==> src/rtl/spi_pkg.sv <==
// Shared SPI definitions: word width and master FSM state encoding.
// Kept separate so spi_slave benches can decode the same state values.
package spi_pkg;
   localparam int SPI_WIDTH = 8;
   localparam int BIT_CNT_W = 4;

   typedef enum logic [2:0] {
      IDLE  = 3'd0,
      SETUP = 3'd1,
      SHIFT = 3'd2,
      HOLD  = 3'd3,
      GAP   = 3'd4
   } spi_state_t;
endpackage

==> src/rtl/spi_master_if.sv <==
// Byte handshake plus serial pins of the SPI master.
// The master modport is the DUT view; slave is the view of whatever drives it.
interface spi_master_if;
   import spi_pkg::*;

   logic [SPI_WIDTH-1:0] tx_data;
   logic                 tx_valid;
   logic                 tx_ready;
   logic [SPI_WIDTH-1:0] rx_data;
   logic                 rx_valid;
   logic                 busy;
   logic                 spi_clk;
   logic                 mosi;
   logic                 miso;
   logic                 cs;

   modport master (
      input  tx_data, tx_valid, miso,
      output tx_ready, rx_data, rx_valid, busy, spi_clk, mosi, cs
   );

   modport slave (
      output tx_data, tx_valid, miso,
      input  tx_ready, rx_data, rx_valid, busy, spi_clk, mosi, cs
   );
endinterface

==> src/rtl/spi_tick_gen.sv <==
// Half-period tick generator: one tick every HALF_PERIOD cycles while enabled,
// restarting from zero whenever restart is high.
module spi_tick_gen #(
   parameter int HALF_PERIOD = 2
) (
   input  logic clk,
   input  logic reset,
   input  logic enable,
   input  logic restart,
   output logic tick
);
   localparam int CNT_W = $clog2(HALF_PERIOD + 1);
   localparam logic [CNT_W-1:0] CNT_LAST = CNT_W'(HALF_PERIOD - 1);

   logic [CNT_W-1:0] cnt_reg, cnt_next;

   always_comb begin
      cnt_next = cnt_reg;
      if (!enable || restart || cnt_reg == CNT_LAST) begin
         cnt_next = '0;
      end else begin
         cnt_next = cnt_reg + 1'b1;
      end
   end

   always_ff @(posedge clk) begin
      if (reset) begin
         cnt_reg <= '0;
      end else begin
         cnt_reg <= cnt_next;
      end
   end

   assign tick = enable && (cnt_reg == CNT_LAST);
endmodule

==> src/rtl/spi_master.sv <==
// SPI mode-0 master: one byte per transfer, MSB first, active-low chip select.
// Frame: SETUP (1 tick), SHIFT (16 spi_clk toggles), HOLD (1 tick), GAP (1 tick).
module spi_master import spi_pkg::*; #(
   parameter int HALF_PERIOD = 2
) (
   input logic          clk,
   input logic          reset,
   spi_master_if.master bus
);
   localparam logic [BIT_CNT_W-1:0] BIT_LAST = BIT_CNT_W'(SPI_WIDTH - 1);

   spi_state_t           state_reg, state_next;
   logic [SPI_WIDTH-2:0] tx_sr_reg, tx_sr_next;
   logic [SPI_WIDTH-1:0] rx_sr_reg, rx_sr_next;
   logic [SPI_WIDTH-1:0] rx_data_reg, rx_data_next;
   logic [BIT_CNT_W-1:0] bit_cnt_reg, bit_cnt_next;
   logic                 spi_clk_reg, spi_clk_next;
   logic                 mosi_reg, mosi_next;
   logic                 cs_reg, cs_next;
   logic                 rx_valid_reg, rx_valid_next;
   logic                 tick, tick_en, tick_restart, accept;

   assign bus.tx_ready = (state_reg == IDLE) && !reset;
   assign accept       = bus.tx_valid && bus.tx_ready;
   assign tick_en      = (state_reg != IDLE);
   assign tick_restart = (state_next != state_reg);

   spi_tick_gen #(.HALF_PERIOD(HALF_PERIOD)) u_tick_gen (
      .clk     (clk),
      .reset   (reset),
      .enable  (tick_en),
      .restart (tick_restart),
      .tick    (tick)
   );

   always_comb begin
      state_next    = state_reg;
      tx_sr_next    = tx_sr_reg;
      rx_sr_next    = rx_sr_reg;
      rx_data_next  = rx_data_reg;
      bit_cnt_next  = bit_cnt_reg;
      spi_clk_next  = spi_clk_reg;
      mosi_next     = mosi_reg;
      cs_next       = cs_reg;
      rx_valid_next = 1'b0;
      unique case (state_reg)
         IDLE: begin
            if (accept) begin
               // MSB goes straight to mosi; the shifter keeps only the rest.
               tx_sr_next   = bus.tx_data[SPI_WIDTH-2:0];
               mosi_next    = bus.tx_data[SPI_WIDTH-1];
               cs_next      = 1'b0;
               bit_cnt_next = '0;
               state_next   = SETUP;
            end
         end
         SETUP: begin
            if (tick) state_next = SHIFT;
         end
         SHIFT: begin
            if (tick) begin
               spi_clk_next = !spi_clk_reg;
               if (!spi_clk_reg) begin
                  rx_sr_next = {rx_sr_reg[SPI_WIDTH-2:0], bus.miso};
               end else if (bit_cnt_reg == BIT_LAST) begin
                  bit_cnt_next = bit_cnt_reg + 1'b1;
                  state_next   = HOLD;
               end else begin
                  bit_cnt_next = bit_cnt_reg + 1'b1;
                  mosi_next    = tx_sr_reg[SPI_WIDTH-2];
                  tx_sr_next   = {tx_sr_reg[SPI_WIDTH-3:0], 1'b0};
               end
            end
         end
         HOLD: begin
            if (tick) begin
               cs_next       = 1'b1;
               mosi_next     = 1'b0;
               rx_data_next  = rx_sr_reg;
               rx_valid_next = 1'b1;
               state_next    = GAP;
            end
         end
         GAP: begin
            if (tick) state_next = IDLE;
         end
         default: state_next = IDLE;
      endcase
   end

   always_ff @(posedge clk) begin
      if (reset) begin
         state_reg    <= IDLE;
         tx_sr_reg    <= '0;
         rx_sr_reg    <= '0;
         rx_data_reg  <= '0;
         bit_cnt_reg  <= '0;
         spi_clk_reg  <= 1'b0;
         mosi_reg     <= 1'b0;
         cs_reg       <= 1'b1;
         rx_valid_reg <= 1'b0;
      end else begin
         state_reg    <= state_next;
         tx_sr_reg    <= tx_sr_next;
         rx_sr_reg    <= rx_sr_next;
         rx_data_reg  <= rx_data_next;
         bit_cnt_reg  <= bit_cnt_next;
         spi_clk_reg  <= spi_clk_next;
         mosi_reg     <= mosi_next;
         cs_reg       <= cs_next;
         rx_valid_reg <= rx_valid_next;
      end
   end

   assign bus.rx_data  = rx_data_reg;
   assign bus.rx_valid = rx_valid_reg;
   assign bus.busy     = (state_reg != IDLE);
   assign bus.spi_clk  = spi_clk_reg;
   assign bus.mosi     = mosi_reg;
   assign bus.cs       = cs_reg;
endmodule

==> src/flat_wrapper.sv <==
// flat-port wrapper written by rule: the top's interface ports become plain ports
module spi_master_flat import spi_pkg::*;
#(
   parameter int HALF_PERIOD = 2
)
  (clk, reset, bus_tx_data, bus_tx_valid, bus_miso, bus_tx_ready, bus_rx_data, bus_rx_valid, bus_busy, bus_spi_clk, bus_mosi, bus_cs);
  spi_master_if bus_i ();
  input logic clk;
  input logic reset;
  input wire logic [$bits(bus_i.tx_data)-1:0] bus_tx_data;
  input wire logic [$bits(bus_i.tx_valid)-1:0] bus_tx_valid;
  input wire logic [$bits(bus_i.miso)-1:0] bus_miso;
  output wire logic [$bits(bus_i.tx_ready)-1:0] bus_tx_ready;
  output wire logic [$bits(bus_i.rx_data)-1:0] bus_rx_data;
  output wire logic [$bits(bus_i.rx_valid)-1:0] bus_rx_valid;
  output wire logic [$bits(bus_i.busy)-1:0] bus_busy;
  output wire logic [$bits(bus_i.spi_clk)-1:0] bus_spi_clk;
  output wire logic [$bits(bus_i.mosi)-1:0] bus_mosi;
  output wire logic [$bits(bus_i.cs)-1:0] bus_cs;
  assign bus_i.tx_data = bus_tx_data;
  assign bus_i.tx_valid = bus_tx_valid;
  assign bus_i.miso = bus_miso;
  assign bus_tx_ready = bus_i.tx_ready;
  assign bus_rx_data = bus_i.rx_data;
  assign bus_rx_valid = bus_i.rx_valid;
  assign bus_busy = bus_i.busy;
  assign bus_spi_clk = bus_i.spi_clk;
  assign bus_mosi = bus_i.mosi;
  assign bus_cs = bus_i.cs;
  spi_master #(.HALF_PERIOD(HALF_PERIOD)) u_core (.clk(clk), .reset(reset), .bus(bus_i));
endmodule
==> config.mk <==
export PLATFORM = sky130hd
export DESIGN_NAME = spi_master_flat
export DESIGN_NICKNAME = d
export VERILOG_FILES = /design/src/rtl/spi_pkg.sv /design/src/rtl/spi_master_if.sv /design/src/rtl/spi_tick_gen.sv /design/src/rtl/spi_master.sv /design/src/flat_wrapper.sv
export SDC_FILE = /design/constraint.sdc
export NUM_CORES = 1
export LEC_CHECK = 0
export BUFFER_PORTS_ARGS = -buffer_cell sky130_fd_sc_hd__buf_2
export CORE_MARGIN = 2
export CORE_UTILIZATION = 45
export CTS_CLUSTER_SIZE = 20
export DETAILED_ROUTE_END_ITERATION = 12
export GPL_ROUTABILITY_DRIVEN = 0
export PLACE_DENSITY_LB_ADDON = 0.08
export SLEW_MARGIN = 20
export SYNTH_ARGS = -nofsm -noshare
export SYNTH_HDL_FRONTEND = slang
export SYNTH_SLANG_ARGS = --single-unit
export TNS_END_PERCENT = 20
==> constraint.sdc <==
create_clock -name clk -period 5.1 [get_ports clk]
set_input_delay 1.02 -clock clk [delete_from_list [all_inputs] [get_ports clk]]
set_output_delay 1.02 -clock clk [all_outputs]
set_load 0.01 [all_outputs]
==> results of run 1 <==
==> how the worst max path moves through the flow <==
| stage | endpoint | start | depth (start not counted) |
|---|---|---|---|
| after detailed placement | bus_tx_ready | reset | 3 |
| final | bus_tx_ready | reset | 3 |
| after global placement | bus_tx_ready | reset | 3 |
| after global routing | bus_tx_ready | u_core.state_reg[0] | 4 |
| after CTS | bus_tx_ready | reset | 3 |
| after floorplan | bus_tx_ready | reset | 3 |
==> power breakdown <==
group	total (mW)	switching [mW]	internal [mW]
clock network	0.192	0.0895	0.103
registers	0.292	0.00475	0.287
logic	0.0363	0.0203	0.0160
==> stage by stage <==
stage / instances / power [mW]
floorplan: 159 / 0.324
global placement: 218 / 0.334
detailed placement: 218 / 0.335
CTS: 226 / 0.529
global route: 226 / 0.545
finish: 226 / 0.520
==> layer usage <==
| metal | vias up | global-route usage (%) |
|---|---|---|
| met3 | 2 | 5.77 |
| met2 | 22 | 23.0 |
| li1 | 605 | - |
| met5 | - | 0 |
| met1 | 548 | 19.8 |
| met4 | 0 | 5.00 |
==> layout make-up <==
| type | instances | area share, % |
|---|---|---|
| clock buffers | 6 | 2.37 |
| clock inverters | 2 | 2.01 |
| inverters | 4 | 0.863 |
| multi-input cells | 106 | 42.4 |
| flip-flops and latches | 36 | 41.4 |
| well taps | 46 | 3.31 |
| repair buffers | 26 | 7.63 |
==> synth_stat cells (all sizes together) (2+ instances only) <==
master  number
dfxtp       36
nor3         2
ha           2
inv          4
nor2b        5
clkbuf       3
nor3b        2
a211oi       3
nor2        16
mux2i       14
xor2         3
nand2        4
nand3b       2
a22o         8
buf         10
o21ai        9
or3          6
xnor2        2
nand3        5
a21oi       11
==> critical path: cells and delay by family <==
family,cells,cell delay [ps]
buffers and inverters,2,600
and+or+nand+nor,1,100
==> cells by family (layout without fill, tap and decap cells) <==
group | after synthesis | after routing | share of synthesized area, %
and+or+nand+nor | 49 | 49 | 17.8
DFF | 36 | 36 | 46.0
AOI/OAI and AO/OA | 35 | 35 | 15.2
buffers and inverters | 17 | 38 | 6.95
muxes | 15 | 15 | 9.66
xor gates and xnor gates | 5 | 5 | 2.80
adders and majority gates | 2 | 2 | 1.60
==> summary.md, run 1 <==
| Metric | Value |
|---|---|
| Outcome | `completed` |
| Clk sink count | `36` |
| Average instance area after synthesis | `9.85 sq um` |
| Instance area after placement | `1660 sq um` |
| Starting density of the core | `46.9%` |
| Via count of the routed design | `1177` |
| Detailed-router iteration count before antenna repair | `4` |
| Startpoint of the most critical register-to-register path | `u_core.u_tick_gen.cnt_reg[0]` |
| Worst VDD drop | `0.163 mV` |
| Syn Nets | `173` |
| Met1 routed wirelength after detailed routing | `1.44 mm` |
| Max Used Layer | `met4` |
| Final net count | `193` |
| Main flop type after synthesis | `sky130_fd_sc_hd__dfxtp_1` |
| Hold bufs inserted after CTS | `0` |
| Most prevalent standard cell on the critical path | `sky130_fd_sc_hd__buf_2` |
| Most common cell after layout, fill and taps aside | `sky130_fd_sc_hd__dfxtp_1` |
| Slowest stage delay, CP | `440 ps` |
| Crit path cell chain | `buf_2 > nor2_1 > buf_2` |
| Layout cell share with drive strength beyond 1 | `21.1%` |
| Clock latency at the later pin of the worst-skew pair | `330 ps` |
| Fmax | `0.362 GHz` |
| Maximum level of the CTS H-tree | `2` |
| Slowest stage cell on the critical path | `sky130_fd_sc_hd__buf_2` |
| Critical path data arrival time | `1740 ps` |
| Maximum fanout count along the critical path | `30` |
| Setup Total Neg Slack | `0 ps` |
| Tot GR Track Use | `15.2%` |
| Min Clock Period, post-route | `2760 ps` |
| Final number of hold-violating endpoints | `0` |
| Remaining number of nets flagged by the antenna check after routing | `0` |
| Worst slew margin relative to its limit | `41.1%` |
| Worst slack on hold paths | `424 ps` |
| Distinct cell type count after synthesis | `38` |
| Number of post-CTS setup repair buffers | `0` |
| Count of max-cap constraint violations | `0` |
| Die Width | `63 um` |
| Estimated wirelength of the detail-placed design | `1.88 mm` |
| Post-layout instance area | `1740 sq um` |
| Count of flip-flops with a built-in enable after synthesis | `0` |
| Multi-input combinational cell area | `737 sq um` |
| Row Count | `21` |
| I/O Pins | `26` |
| Via-to-Cell Ratio | `5.21` |
| HP Class | `flop to flop` |
| Number of antenna violations at the first check in global routing | `0` |
| Data required, critical path | `4080 ps` |
| Wire length of the first global-routing pass | `4.78 mm` |
| Hold Path Origin | `u_core.u_tick_gen.cnt_reg[0]` |
| WHS Endpoint | `u_core.u_tick_gen.cnt_reg[0]` |
| Core footprint | `3340 sq um` |
| Number of cells on the worst hold path | `1` |
| Root Buffer | `sky130_fd_sc_hd__clkbuf_4` |
| Number of warnings reported in the yosys synthesis log | `0` |
| CTS buffer count | `5` |
| Critical path class | `input pin to primary output` |
| Total routed wirelength | `2.77 mm` |
| Post-cts repair resize count | `0` |
| Cells on worst reg2reg path | `5` |
| Sequential element share of the synthesized area | `46.0%` |
| Routed WL per cell | `12.3 um` |
| Fraction of post-synthesis cell area in the top cell type by area | `46.0%` |
| Vias in the first global route | `1056` |
| Met2 wire length | `1.17 mm` |
| Area contributors post-synth | `sky130_fd_sc_hd__dfxtp_1, sky130_fd_sc_hd__mux2i_1, sky130_fd_sc_hd__a22o_1` |
| Post-synth top area cell | `sky130_fd_sc_hd__dfxtp_1` |
| Critical R2R Capture | `u_core.rx_sr_reg[3]` |
| Setup ws final | `2340 ps` |
| Post-Place Worst Slack | `2340 ps` |
| Total congestion overflow | `0` |
| Post-CTS clock slew at the launch and capture registers of the worst setup and hold paths | `110 ps` |
| Static leakage | `0.669 nW` |
| Vertical die dimension | `63 um` |
| Share of flip-flops with an asynchronous set or reset | `0%` |
| Area delta synth->final | `11.0%` |
| RSZ-0062 raised after global routing | `false` |
| Clock tree buffer depth | `2` |
| Register area | `721 sq um` |
| TritonCTS clock tree | `yes` |
| Max-slew violations | `0` |
| Largest net degree at the start of global routing | `31` |
| Cell count after synthesis | `159` |
| Kind of capture point of the worst setup path | `primary output` |
| Port Buffer Count | `25` |
| Total standard cell area after synthesis | `1570 sq um` |
| Most used cells in the layout excluding fill and tap cells | `sky130_fd_sc_hd__dfxtp_1, sky130_fd_sc_hd__buf_2, sky130_fd_sc_hd__nor2_1, sky130_fd_sc_hd__mux2i_1, sky130_fd_sc_hd__a21oi_1` |
| Clock Skew | `6.13 ps` |
| Count of unresolved DRC violations after routing | `0` |
| R2r setup slk | `2830 ps` |
| Final clock period utilization by the worst path | `54.1%` |
| Slew of the pin with the lowest slew margin | `881 ps` |
| Startpoint type of the worst setup path | `input pin` |
| Routed length on met3 | `137 um` |
| Number of DRC violations after detailed-routing iteration 0 | `44` |
| Power density normalized to cell area | `299 nW/um^2` |
| Antenna diode count | `0` |
| Final-layout fill cell count | `335` |
| Area enclosed by the die boundary | `3970 sq um` |
| Final Setup Violations | `0` |
| Share of the core filled with cells | `52.1%` |
| Yosys reg bits | `36` |
Note: power is estimated with default switching activity, not from simulation.
==> inputs of run 2 (changes only) <==
clock period = 2.6 ns   (was 5.1 ns; I/O delays follow)
==> summary.md, run 2 (synthesis gave the netlist of run 1 again) <==
| Metric | Value |
|---|---|
| WHS Endpoint | `u_core.bit_cnt_reg[2]` |
| Layout cell share with drive strength beyond 1 | `22.0%` |
| I/O Pins | `26` |
| Setup ws final | `460 ps` |
| Maximum fanout count along the critical path | `13` |
| Proportion of power drawn by combinational gates | `7.1%` |
| Core footprint | `3340 sq um` |
| Setup Total Neg Slack | `0 ps` |
| Row Count | `21` |
| Final number of hold-violating endpoints | `0` |
| Largest net degree at the start of global routing | `30` |
| Power share of the sequential group | `55.4%` |
| Vertical die dimension | `63 um` |
| Data required, critical path | `2080 ps` |
| Routed WL per cell | `12.9 um` |
| Post-CTS clock slew at the launch and capture registers of the worst setup and hold paths | `110 ps` |
| Total congestion overflow | `0` |
| Number of post-CTS setup repair buffers | `0` |
| Vias in the first global route | `1071` |
| Met2 Track Usage GR | `25.3%` |
| Number of antenna violations at the first check in global routing | `0` |
| HP Class | `input pin to flop` |
| Internal power consumption | `0.797 mW` |
| Via-to-Cell Ratio | `5.29` |
| Clk sink count | `36` |
| Critical path class | `flop to primary output` |
| Die Width | `63 um` |
| Most used cells in the layout excluding fill and tap cells | `sky130_fd_sc_hd__dfxtp_1, sky130_fd_sc_hd__buf_2, sky130_fd_sc_hd__nor2_1, sky130_fd_sc_hd__mux2i_1, sky130_fd_sc_hd__a21oi_1` |
| Outcome | `completed` |
| Estimated wirelength of the detail-placed design | `1.99 mm` |
| Maximum level of the CTS H-tree | `2` |
| Count of max-cap constraint violations | `0` |
| Startpoint of the most critical register-to-register path | `u_core.u_tick_gen.cnt_reg[0]` |
| TritonCTS clock tree | `yes` |
| Number of cells on the worst hold path | `2` |
| Total routed wirelength | `2.94 mm` |
| Area delta synth->final | `12.0%` |
| Slowest stage cell on the critical path | `sky130_fd_sc_hd__dfxtp_1` |
| Hold bufs inserted after CTS | `0` |
| Most common cell after layout, fill and taps aside | `sky130_fd_sc_hd__dfxtp_1` |
| Antenna diode count | `0` |
| Worst VDD drop | `0.257 mV` |
| Wire length of the first global-routing pass | `5.07 mm` |
| Min Clock Period, post-route | `2140 ps` |
| Worst slew margin relative to its limit | `55.4%` |
| Cells on worst reg2reg path | `5` |
| Switching Fraction | `23.0%` |
| Clock latency at the later pin of the worst-skew pair | `340 ps` |
| Critical R2R Capture | `u_core.tx_sr_reg[2]` |
| Kind of capture point of the worst setup path | `primary output` |
| Root Buffer | `sky130_fd_sc_hd__clkbuf_4` |
| Post-Place Cells | `220` |
| Clock tree buffer depth | `2` |
| Via count of the routed design | `1207` |
| RSZ-0062 raised after global routing | `false` |
| Fmax | `0.467 GHz` |
| Most used routing layer in global routing | `met2` |
| Remaining number of nets flagged by the antenna check after routing | `0` |
| Relative contribution of the clock network to total power | `37.6%` |
| Tot GR Track Use | `16.5%` |
| Count of unresolved DRC violations after routing | `0` |
| Static leakage | `0.679 nW` |
| Hold Path Origin | `bus_tx_valid` |
| Final clock period utilization by the worst path | `82.3%` |
| Area enclosed by the die boundary | `3970 sq um` |
| Power density normalized to cell area | `590 nW/um^2` |
| Starting density of the core | `46.9%` |
| Final Setup Violations | `0` |
| Max-slew violations | `0` |
| CTS buffer count | `5` |
| Port Buffer Count | `25` |
| Post-Place Worst Slack | `653 ps` |
| Number of DRC violations after detailed-routing iteration 0 | `47` |
| Detailed-router iteration count before antenna repair | `4` |
| Critical path data arrival time | `1620 ps` |
| R2r setup slk | `610 ps` |
| Met3 Track Usage GR | `5.95%` |
| Startpoint type of the worst setup path | `flop` |
| Met1 Usage GRT | `21.0%` |
| Slew of the pin with the lowest slew margin | `667 ps` |
| Final net count | `195` |
| Non-filler instance count after layout | `228` |
| Post-cts repair resize count | `0` |
| Slowest stage delay, CP | `450 ps` |
| Crit path cell chain | `nor3_2 > inv_1 > nor2_1 > buf_2` |
| Switching component of the power | `0.237 mW` |
| Clock Skew | `8.54 ps` |
run 2: metrics by stage:
step                hold WS (ps)  utilization, %  instance area (sq um)  power (mW)
floorplan                    399               -                   1570       0.636
global placement             407            50.3                   1680       0.656
detailed placement           416            50.3                   1680       0.658
CTS                          370            52.6                   1750        1.05
global route                 365            52.6                   1750        1.09
finish                       382            52.6                   1750        1.03
run 2: power by group through the flow:
stage | sequential, mW | clock (mW) | combinational [mW]
6_report | 0.573 | 0.389 | 0.0730
5_1_grt | 0.575 | 0.431 | 0.0827
4_1_cts | 0.573 | 0.401 | 0.0734
3_5_place_dp | 0.585 | 0 | 0.0728
3_3_place_gp | 0.585 | 0 | 0.0713
2_1_floorplan | 0.582 | 0 | 0.0542
run 2: area by class of cell:
| class | instances | area (sq um) |
|---|---|---|
| Fill cell | 345 | 1580 |
| Multi-Input combinational cell | 106 | 737 |
| Sequential cell | 36 | 721 |
| Timing Repair Buffer | 28 | 148 |
| Tap cell | 46 | 57.6 |
| Clock buffer | 6 | 41.3 |
| Clock inverter | 2 | 35.0 |
| Inverter | 4 | 15.0 |
run 2: critical path: cells and delay by family, from the launching register on:
| kind | cells | cell delay (ps) |
|---|---|---|
| buffers and inverters | 2 | 280 |
| and+or+nand+nor | 2 | 550 |
| DFF | 1 | 450 |
run 2: worst max path at each step:
| stage | startpoint | to | slack [ps] | cells past startpoint |
|---|---|---|---|---|
| floorplan | reset | bus_tx_ready | 870 | 3 |
| global placement | bus_tx_valid | u_core.bus.mosi | 690 | 5 |
| detailed placement | bus_tx_valid | u_core.bus.mosi | 650 | 5 |
| CTS | u_core.state_reg[0] | bus_tx_ready | 460 | 4 |
| global route | u_core.state_reg[0] | bus_tx_ready | 340 | 4 |
| finish | u_core.state_reg[0] | bus_tx_ready | 460 | 4 |
run 2: routing by layer:
| layer | part of all wire (%) | routed length (um) | up-vias |
|---|---|---|---|
| met4 | 1.7 | 49 | 0 |
| met1 | 50 | 1470 | 560 |
| met3 | 4.9 | 145 | 6 |
| met2 | 43 | 1280 | 31 |
| li1 | - | - | 610 |
| met5 | 0 | 0 | - |
==> inputs of run 3 (changes only) <==
clock period = 2.18 ns   (was 2.6 ns; I/O delays follow)
==> summary.md, run 3 (synthesis gave the netlist of run 1 again) <==
| Metric | Value |
|---|---|
| Outcome | `completed` |
| Maximum fanout count along the critical path | `13` |
| Antenna diode count | `0` |
| Hold Path Origin | `bus_tx_valid` |
| Estimated wirelength of the detail-placed design | `2.04 mm` |
| Power share of the sequential group | `55.7%` |
| Final net count | `197` |
| Vias in the first global route | `1083` |
| Number of cells on the worst hold path | `2` |
| Final number of hold-violating endpoints | `0` |
| Crit path max-delay family | `simple AND/OR/NAND/NOR gates` |
| HP Class | `input pin to flop` |
| Port Buffer Count | `25` |
| Switching component of the power | `0.274 mW` |
| Data required, critical path | `1740 ps` |
| Tot Pwr | `1.23 mW` |
| Routed WL per cell | `12.5 um` |
| Final clock period utilization by the worst path | `91.9%` |
| Vertical die dimension | `63 um` |
| Starting density of the core | `46.9%` |
| Count of unresolved DRC violations after routing | `0` |
| TritonCTS clock tree | `yes` |
| Area delta synth->final | `13.3%` |
| Slowest stage cell on the critical path | `sky130_fd_sc_hd__dfxtp_1` |
| Via-to-Cell Ratio | `5.14` |
| Post-CTS clock slew at the launch and capture registers of the worst setup and hold paths | `110 ps` |
| Tot GR Track Use | `16.1%` |
| Max-slew violations | `0` |
| CTS buffer count | `5` |
| Crit path cell chain | `nor3_4 > inv_1 > nor2_1 > buf_2` |
| Post-layout instance area | `1780 sq um` |
| Relative contribution of the clock network to total power | `36.9%` |
| Min Clock Period, post-route | `2000 ps` |
| Switching Fraction | `22.3%` |
| Final Setup Violations | `0` |
| Number of buffer and inverter stages on the critical path | `2` |
| Kind of capture point of the worst setup path | `primary output` |
| Clock latency at the later pin of the worst-skew pair | `340 ps` |
| Final-layout fill cell count | `337` |
| Wire length of the first global-routing pass | `4.92 mm` |
| Worst slew margin relative to its limit | `60.1%` |
| Root Buffer | `sky130_fd_sc_hd__clkbuf_4` |
| Area enclosed by the die boundary | `3970 sq um` |
| Post-cts repair resize count | `0` |
| Maximum level of the CTS H-tree | `2` |
| Startpoint type of the worst setup path | `flop` |
| Hold bufs inserted after CTS | `0` |
| Instance area after placement | `1690 sq um` |
| I/O Pins | `26` |
| Slew of the pin with the lowest slew margin | `591 ps` |
| Count of max-cap constraint violations | `0` |
| Remaining number of nets flagged by the antenna check after routing | `0` |
| Power density normalized to cell area | `692 nW/um^2` |
| Layout cell share with drive strength beyond 1 | `22.8%` |
| Number of antenna violations at the first check in global routing | `0` |
| Number of DRC violations after detailed-routing iteration 0 | `39` |
| WHS Endpoint | `u_core.bit_cnt_reg[2]` |
| Critical R2R Capture | `u_core.bus.mosi` |
| Worst VDD drop | `0.326 mV` |
| Cells on worst reg2reg path | `4` |
| Fmax | `0.499 GHz` |
| Setup Total Neg Slack | `0 ps` |
| Share of the core filled with cells | `53.2%` |
| Proportion of power drawn by combinational gates | `7.4%` |
| Critical path class | `flop to primary output` |
| Worst slack on hold paths | `297 ps` |
| Clk sink count | `36` |
| Total congestion overflow | `0` |
| Number of post-CTS setup repair buffers | `0` |
| Slowest stage delay, CP | `470 ps` |
| Crit. Startpoint | `u_core.state_reg[0]` |
| Most common cell after layout, fill and taps aside | `sky130_fd_sc_hd__dfxtp_1` |
| Total routed wirelength | `2.87 mm` |
| R2r setup slk | `260 ps` |
| Internal power consumption | `0.954 mW` |
| Die Width | `63 um` |
| Clock tree buffer depth | `2` |
| Most used cells in the layout excluding fill and tap cells | `sky130_fd_sc_hd__dfxtp_1, sky130_fd_sc_hd__buf_2, sky130_fd_sc_hd__nor2_1, sky130_fd_sc_hd__mux2i_1, sky130_fd_sc_hd__a21oi_1` |
| Critical path data arrival time | `1570 ps` |
| Largest net degree at the start of global routing | `30` |
| Startpoint of the most critical register-to-register path | `u_core.state_reg[0]` |
| Clock Skew | `7.96 ps` |
| Row Count | `21` |
| Detailed-router iteration count before antenna repair | `4` |
| Core footprint | `3340 sq um` |
| Via count of the routed design | `1182` |
| Static leakage | `0.692 nW` |
| RSZ-0062 raised after global routing | `false` |
==> run 3: worst register-to-register path: stages (launching register included) <==
cell                        delay, ps
sky130_fd_sc_hd__dfxtp_1          640
sky130_fd_sc_hd__nor3b_1          160
sky130_fd_sc_hd__and4b_4          290
sky130_fd_sc_hd__a2111oi_2        370
sky130_fd_sc_hd__mux2_1           350
==> run 3: how the worst max path moves through the flow <==
stage	slack, ps	cells past startpoint	endpoint
after floorplan	490	6	u_core.bus.mosi
after global placement	360	4	u_core.bus.mosi
after detailed placement	330	5	u_core.tx_sr_reg[2]
after CTS	40	4	bus_tx_ready
after global routing	20	4	bus_tx_ready
final	180	4	bus_tx_ready
==> run 3: stage by stage <==
| step | cells | setup WS [ps] |
|---|---|---|
| 3_5_place_dp | 222 | 328 |
| 3_3_place_gp | 222 | 360 |
| 2_1_floorplan | 159 | 491 |
| 6_report | 230 | 177 |
| 5_1_grt | 230 | 17.7 |
| 4_1_cts | 230 | 42.7 |
==> run 3: power by group through the flow <==
stage	Combinational (mW)	Sequential (mW)	Clock [mW]
2_1_floorplan	0.0647	0.694	0
3_3_place_gp	0.0882	0.697	0
3_5_place_dp	0.0900	0.698	0
4_1_cts	0.0904	0.683	0.467
5_1_grt	0.101	0.686	0.504
6_report	0.0908	0.684	0.453
==> run 3: area by class of cell <==
cell class / instances / area [sq um] / area share (%)
Clock inverter: 2 / 35.0 / 1.97
Inverter: 4 / 15.0 / 0.846
Timing Repair Buffer: 30 / 163 / 9.16
Clock buffer: 6 / 41.3 / 2.33
Tap cell: 46 / 57.6 / 3.24
Multi-Input combinational cell: 106 / 743 / 41.9
Sequential cell: 36 / 721 / 40.6
==> run 3: metal layers <==
metal / share of wire [%] / routed length [um] / global-route usage [%]
met1: 50 / 1430 / 21.0
met2: 44 / 1270 / 24.2
met3: 4.3 / 123 / 5.95
met4: 1.6 / 46 / 5.83
met5: 0 / 0 / 0
